## config.mk

```make
export PLATFORM = sky130hd
export DESIGN_NAME = lzc_normalizer_flat
export DESIGN_NICKNAME = d
export VERILOG_FILES = /design/src/rtl/lzc_normalizer_if.sv /design/src/rtl/lzc_normalizer.sv /design/src/flat_wrapper.sv
export SDC_FILE = /design/constraint.sdc
export NUM_CORES = 1
export LEC_CHECK = 0
export BUFFER_PORTS_ARGS = -buffer_cell sky130_fd_sc_hd__buf_2
export CORE_MARGIN = 5
export CORE_UTILIZATION = 51
export DETAILED_ROUTE_END_ITERATION = 8
export PLACE_DENSITY = 0.77
export REMOVE_ABC_BUFFERS = 1
export SLEW_MARGIN = 20
export SYNTH_ARGS = -nofsm -noshare
export SYNTH_HDL_FRONTEND = slang
export SYNTH_SLANG_ARGS = --single-unit
export TNS_END_PERCENT = 50
```

## constraint.sdc

```tcl
create_clock -name clk -period 2.5 [get_ports clk]
set_input_delay 0.375 -clock clk [delete_from_list [all_inputs] [get_ports clk]]
set_output_delay 0.375 -clock clk [all_outputs]
set_load 0.02 [all_outputs]
```

## src/rtl/lzc_normalizer_if.sv

```systemverilog
// lzc_normalizer_if: valid/ready input and output channels of the left-normalizer.
interface lzc_normalizer_if #(
    parameter int WIDTH = 32,
    parameter int CW    = $clog2(WIDTH + 1)
);
    logic             in_valid;
    logic             in_ready;
    logic [WIDTH-1:0] in_data;
    logic             out_valid;
    logic             out_ready;
    logic [WIDTH-1:0] out_data;
    logic [CW-1:0]    out_count;
    logic             out_zero;
    modport master (
        output in_valid, in_data, out_ready,
        input  in_ready, out_valid, out_data, out_count, out_zero
    );
    modport slave (
        input  in_valid, in_data, out_ready,
        output in_ready, out_valid, out_data, out_count, out_zero
    );
endinterface

```

## src/rtl/lzc_normalizer.sv

```systemverilog
// lzc_normalizer: iterative left-normalizer, shifts up to STEP bits per cycle
// and reports the total shift as the leading-zero count.
module lzc_normalizer #(
    parameter int WIDTH = 32,
    parameter int STEP  = 4
) (
    input  logic            clk,
    input  logic            rst_n,
    lzc_normalizer_if.slave bus
);
    localparam int CW = $clog2(WIDTH + 1);
    typedef enum logic [1:0] {IDLE, SHIFT, DONE} state_t;
    state_t           state, state_nx;
    logic [WIDTH-1:0] work;
    logic [CW-1:0]    cnt, z, amt;
    logic [STEP-1:0]  top;
    logic             hit;
    logic             accept;
    assign top    = work[WIDTH-1 -: STEP];
    assign accept = state == IDLE && bus.in_valid;
    // Leading zeros inside the inspected top field; no hit means shift a full STEP.
    always_comb begin
        z   = '0;
        hit = 1'b0;
        for (int i = STEP - 1; i >= 0; i--)
            if (!hit && top[i]) begin
                hit = 1'b1;
                z   = CW'(STEP - 1 - i);
            end
        amt = hit ? z : CW'(STEP);
    end
    always_ff @(posedge clk or negedge rst_n)
        if (!rst_n) state <= IDLE;
        else        state <= state_nx;
    always_comb begin
        state_nx      = state;
        bus.in_ready  = state == IDLE;
        bus.out_valid = state == DONE;
        if (accept)
            state_nx = bus.in_data == '0 ? DONE : SHIFT;
        else if (state == SHIFT && hit)
            state_nx = DONE;
        else if (state == DONE && bus.out_ready)
            state_nx = IDLE;
    end
    always_ff @(posedge clk or negedge rst_n)
        if (!rst_n) begin
            work          <= '0;
            cnt           <= '0;
            bus.out_data  <= '0;
            bus.out_count <= '0;
            bus.out_zero  <= 1'b0;
        end else if (accept) begin
            work <= bus.in_data;
            cnt  <= '0;
            if (bus.in_data == '0) begin
                bus.out_data  <= '0;
                bus.out_count <= CW'(WIDTH);
                bus.out_zero  <= 1'b1;
            end
        end else if (state == SHIFT) begin
            work <= work << amt;
            cnt  <= cnt + amt;
            if (hit) begin
                bus.out_data  <= work << amt;
                bus.out_count <= cnt + amt;
                bus.out_zero  <= 1'b0;
            end
        end
endmodule

```

## src/flat_wrapper.sv

```systemverilog
// flat-port wrapper written by rule: the top's interface ports become plain ports
module lzc_normalizer_flat 
#(
    parameter int WIDTH = 32,
    parameter int STEP  = 4
)
  (clk, rst_n, bus_in_valid, bus_in_data, bus_out_ready, bus_in_ready, bus_out_valid, bus_out_data, bus_out_count, bus_out_zero);
  lzc_normalizer_if #(.WIDTH(WIDTH)) bus_i ();
  input  logic clk;
  input  logic rst_n;
  input wire logic [$bits(bus_i.in_valid)-1:0] bus_in_valid;
  input wire logic [$bits(bus_i.in_data)-1:0] bus_in_data;
  input wire logic [$bits(bus_i.out_ready)-1:0] bus_out_ready;
  output wire logic [$bits(bus_i.in_ready)-1:0] bus_in_ready;
  output wire logic [$bits(bus_i.out_valid)-1:0] bus_out_valid;
  output wire logic [$bits(bus_i.out_data)-1:0] bus_out_data;
  output wire logic [$bits(bus_i.out_count)-1:0] bus_out_count;
  output wire logic [$bits(bus_i.out_zero)-1:0] bus_out_zero;
  assign bus_i.in_valid = bus_in_valid;
  assign bus_i.in_data = bus_in_data;
  assign bus_i.out_ready = bus_out_ready;
  assign bus_in_ready = bus_i.in_ready;
  assign bus_out_valid = bus_i.out_valid;
  assign bus_out_data = bus_i.out_data;
  assign bus_out_count = bus_i.out_count;
  assign bus_out_zero = bus_i.out_zero;
  lzc_normalizer #(.WIDTH(WIDTH), .STEP(STEP)) u_core (.clk(clk), .rst_n(rst_n), .bus(bus_i));
endmodule
```

Word-level counts from Yosys, hierarchy flattened --
Cells that the tools add are included.
Operators by class: equal/unequal tests 3, bitwise gates (word level) 0, multiply operators 0, reductions and logical operators 15, order comparisons 0, div/mod/pow operators 0, add/subtract/negate cells 1, shift operators 1, multiplexer cells 28
Operators with widths (number):
- $mux 32 | 6
- $mux 6 | 9
- $logic_not 32->1 | 1
- $shl 32x6->32 | 1
- $mux 1 | 9
- $mux 2 | 4
- $add 6x6->6 | 1
- $logic_and 1x1->1 | 6
- $reduce_bool 2->1 | 2
- $logic_not 1->1 | 3
- $reduce_and 3->1 | 1
- $reduce_bool 3->1 | 1
- $eq 2x1->1 const B | 1
- $eq 2x2->1 const B | 1
- $logic_not 2->1 | 1
- $ne 2x2->1 const B | 1
Word-level totals: latch bits 0, memories 0, output and inout port bits 41, RAM bits 0, logic and storage cells 54, input port bits 36, flip-flop bits (word level) 79, bits in read-only memories 0

Longest topological paths before layout --
word-level depth 15, mapped depth 14, gate-level depth less buffers 11

Worst setup path before layout --
OpenSTA, ideal clock, no wires.
path kind register to register, start reg u_core.work[29], end reg u_core.cnt[4], stages on the path, launching flop included 15, arrival time 2.285 ns, data required time 2.370 ns, library setup time 0.130 ns, path slack 0.085 ns, period minus slack after synthesis 2.415 ns, buffers on the path 3, cell sequence dfrtp_1 buf_6 nand2b_4 buf_6 a21o_4 inv_4 buf_8 ha_1 inv_1 fa_1 nor2b_1 o21ai_0 nor2_1 xnor2_1 nor2_1
On the way: word-level cells in the longest chain between the ends 9, elaborated cells on any way between the ends 11, those cells by class add/sub (1); mux (7); reduce/logical (3)
Ends and longest elaborated chain:
- from (decl) | line lzc_normalizer.sv:14 | logic [WIDTH-1:0] work;
- from (signal assigned) | line lzc_normalizer.sv:54 | work <= bus.in_data;
- from (signal assigned) | line lzc_normalizer.sv:62 | work <= work << amt;
- $logic_and 1x1->1 (*) | line lzc_normalizer.sv:26 | if (!hit && top[i]) begin
- $mux 1 | line lzc_normalizer.sv:26
- $logic_not 1->1 | line lzc_normalizer.sv:26
- $logic_and 1x1->1 | line lzc_normalizer.sv:26
- $mux 6 or $mux 1 (tied branches) | line lzc_normalizer.sv:26
- $mux 6 (*) | line lzc_normalizer.sv:30 | amt = hit ? z : CW'(STEP);
- $add 6x6->6 (*) | line lzc_normalizer.sv:63 | cnt <= cnt + amt;
- $mux 6 (*) | line lzc_normalizer.sv:61 | end else if (state == SHIFT) begin
- $mux 6 (*) | line lzc_normalizer.sv:53 | end else if (accept) begin
- to (signal assigned) | line lzc_normalizer.sv:63
- to (decl) | line lzc_normalizer.sv:15 | logic [CW-1:0] cnt, z, amt;
Every way passes the cells marked *; elsewhere a longest branch is shown, timed or not. The select of a mux whose other input is x is not followed. A chain may end at the register's enable or synchronous reset.

Worst setup path in the final report --
start reg u_core.work[28], end reg u_core.cnt[5]
On the way: word-level cells in the longest chain between the ends 6, elaborated cells on any way between the ends 7, those cells by class add/sub (1); mux (5); reduce/logical (1)
Ends and longest elaborated chain (line):
- $logic_and 1x1->1 (*) | lzc_normalizer.sv:26
- $mux 6 or $mux 1 (tied branches) | lzc_normalizer.sv:26
- $mux 6 (*) | lzc_normalizer.sv:30
- $add 6x6->6 (*) | lzc_normalizer.sv:63
- $mux 6 (*) | lzc_normalizer.sv:61
- $mux 6 (*) | lzc_normalizer.sv:53
Marked as above.

==> qor.csv <==
metric,value,unit
multiplexer share of the synthesized area,3.33,%
asr flop ratio synth,100,%
vias,4474,
Worst setup SP type,flip-flop,
clock buffer depth,2,
CP Capture Type,flip-flop,
core area,8720,um2
Pwr Total,8250,uW
Yosys cell types,69,
top cell type's share of synthesized area,43.4,%
initial antenna violation count,0,
Slew Limit Fails,0,
Post-Synth XOR/XNOR Area,0.962,%
Clock H-tree levels,3,
WP data arrival,2500,ps
Overflow after GRT,0,
syn avg cell area,8.89,um2
largest family of logic cells by synthesized area,compound AO/OA/AOI/OAI gates,
antenna-violating nets left,0,
synth warn,0,
Setup Skew,12.3,ps
Area Overhead vs Synth,18.7,%
Compound-Gate Fraction of Synth Area,26.9,%
Clock Latency Late Sink,360,ps
Post-Synthesis Cell Area,4550,um2
Final nets,636,
drt first-iter violations,363,
fill cell count,769,
worst-path fanout max,7,
largest cells by area after synthesis,"dfrtp_1, a21oi_1, nand2_1, o21ai_0, nor2_1",
total track usage,27.2,%
area of the die,10900,um2
GPL Wtd Cong,0.957,
total setup buffers inserted after CTS,0,
initial core utilization,52.2,%
Final min period,2270,ps
area taken by multi-input logic gates,2270,um2
Main synth FF type,dfrtp_1,
final hold vios,0,
Root Driver,clkbuf_8,
drc violations,0,
Clock Sinks,79,
outcome,completed,
DPL Wire Length,10.6,mm
Die W,104,um
Synth Area in Adders,1.26,%
wire length per cell,20.8,um
max-cap viol count,0,
global-route wire length before repair,23.9,mm
ANT cells,0,
HP Class,in -> reg,
Worst-path clk slew,80,ps
CTS tree,yes,
Post-synth top cells,"dfrtp_1, nand2_1, a21oi_1",
CP Class,reg -> reg,
PD cells,1530,nW/um2
clock buffers created by TritonCTS,9,
cts repair resizes,0,
max_slew headroom,46.9,%
final WL,14.7,mm
placed cell areas,5160,um2
Simple-Gate Fraction of Synth Area,17.4,%
Worst VDD drop,0.772,mV
Tcrit/Tclk final,90.7,%
Post-synth EDFFs,0,
Core Rows,34,
post-route cell area,5400,um2
pin count of the biggest net entering global routing,43,
fmax,0.441,GHz
top-count cell post-synth,dfrtp_1,
Via density,6.31,
die height,104,um
IO Pins,77,
register area,1980,um2
"flops & latches, synth",79,
Register-to-Register Setup Slack,230,ps
share of cells above drive strength 1,26.3,%
static leakage,0.00253,uW
first drt pass iteration count,5,
worst slew pin tran,797,ps
register area share after synthesis,43.4,%
Synth area leader,dfrtp_1,
Worst Path Required,2730,ps
vias in the first global route,4418,
# hold bufs at CTS,1,
Port Buffers,76,
unrepaired setup endpoints after global routing,false,
Post-Syn Instances,512,
Final Setup Violations,0,
[worst max-delay path, cell delays in order (launching register included)]
cell and delay [ps]:
dfrtp_1 500, or4_4 630, clkinv_4 70, ha_1 250, a21oi_1 310, nor2_1 110, xnor2_1 170, o21ai_0 100
[final timing paths]
kind                                                    start                                   to  cells after the start
setup / recovery                  u_core.work[28]$_DFFE_PN0P_            u_core.cnt[5]$_DFFE_PN0P_                      7
hold / removal                                bus_in_data[31]          u_core.work[31]$_DFFE_PN0P_                      3
setup reg to reg                  u_core.work[28]$_DFFE_PN0P_            u_core.cnt[5]$_DFFE_PN0P_                      7
hold reg to reg            u_core.bus.out_data[2]$_DFFE_PN0P_   u_core.bus.out_data[2]$_DFFE_PN0P_                      1
max in group asynchronous                               rst_n          u_core.work[22]$_DFFE_PN0P_                      3
min in group asynchronous                               rst_n  u_core.bus.out_data[31]$_DFFE_PN0P_                      2
[per-layer routing]
metal  share of wire (%)  routed length, um  global-route usage (%)  up-vias
met5                   0                  0                       0        -
met4                 3.5                512                    12.0        0
met3                 7.8               1140                    4.47       43
met2                  47               6910                    43.4      257
met1                  42               6150                    36.3     2138
li1                    -                  -                       -     2036
[final cells by class]
cell class,count,area share (%)
Tap cell,108,2.50
Timing Repair Buffer,113,12.7
Clock buffer,11,2.80
Clock inverter,5,1.48
Multi-Input combinational cell,369,42.1
Sequential cell,79,36.6
Inverter,24,1.81
[stage by stage]
step / setup TNS [ps] / util, % / setup slack [ps] / cells / hold WS [ps]
3_3_place_gp: 0 / 59.2 / 303 / 692 / 386
3_5_place_dp: 0 / 59.2 / 267 / 692 / 386
5_1_grt: 0 / 62.0 / 117 / 709 / 247
2_1_floorplan: -18230 / - / -655 / 472 / 79.4
6_report: 0 / 62.0 / 232 / 709 / 235
4_1_cts: 0 / 62.0 / 243 / 709 / 233
[cells by family (layout without fill, tap and decap cells)]
kind of cell | Yosys count | count (layout)
muxes | 15 | 15
AOI/OAI and AO/OA | 181 | 181
buffers and inverters | 64 | 153
adders and majority gates | 4 | 4
DFF | 79 | 79
xor gates and xnor gates | 5 | 5
and+or+nand+nor | 164 | 164
[flip-flops by register name (all words and copies together), names as in the netlist]
| name | cells |
|---|---|
| u_core.bus.out_count | 6 |
| u_core.bus.out_data | 32 |
| u_core.bus.out_zero | 1 |
| u_core.cnt | 6 |
| u_core.state | 2 |
| u_core.work | 32 |
[where the power goes]
group	total (uW)	switching, uW	internal (uW)	leakage [uW]
clock network	1110	492	615	0.000112
logic	4640	2800	1830	0.00144
registers	2500	624	1880	0.000974
[cells in the final DEF, fill, tap and decap left out, types with 13 or more instances in the layout]
master / count
buf_2: 75
o221ai_1: 15
nor2_1: 38
inv_1: 20
and3_1: 13
nand2_1: 57
o22ai_1: 20
o21ai_0: 34
dfrtp_1: 79
buf_4: 35
mux2i_1: 14
a21oi_1: 43
Power figures use the tool's default switching activity.
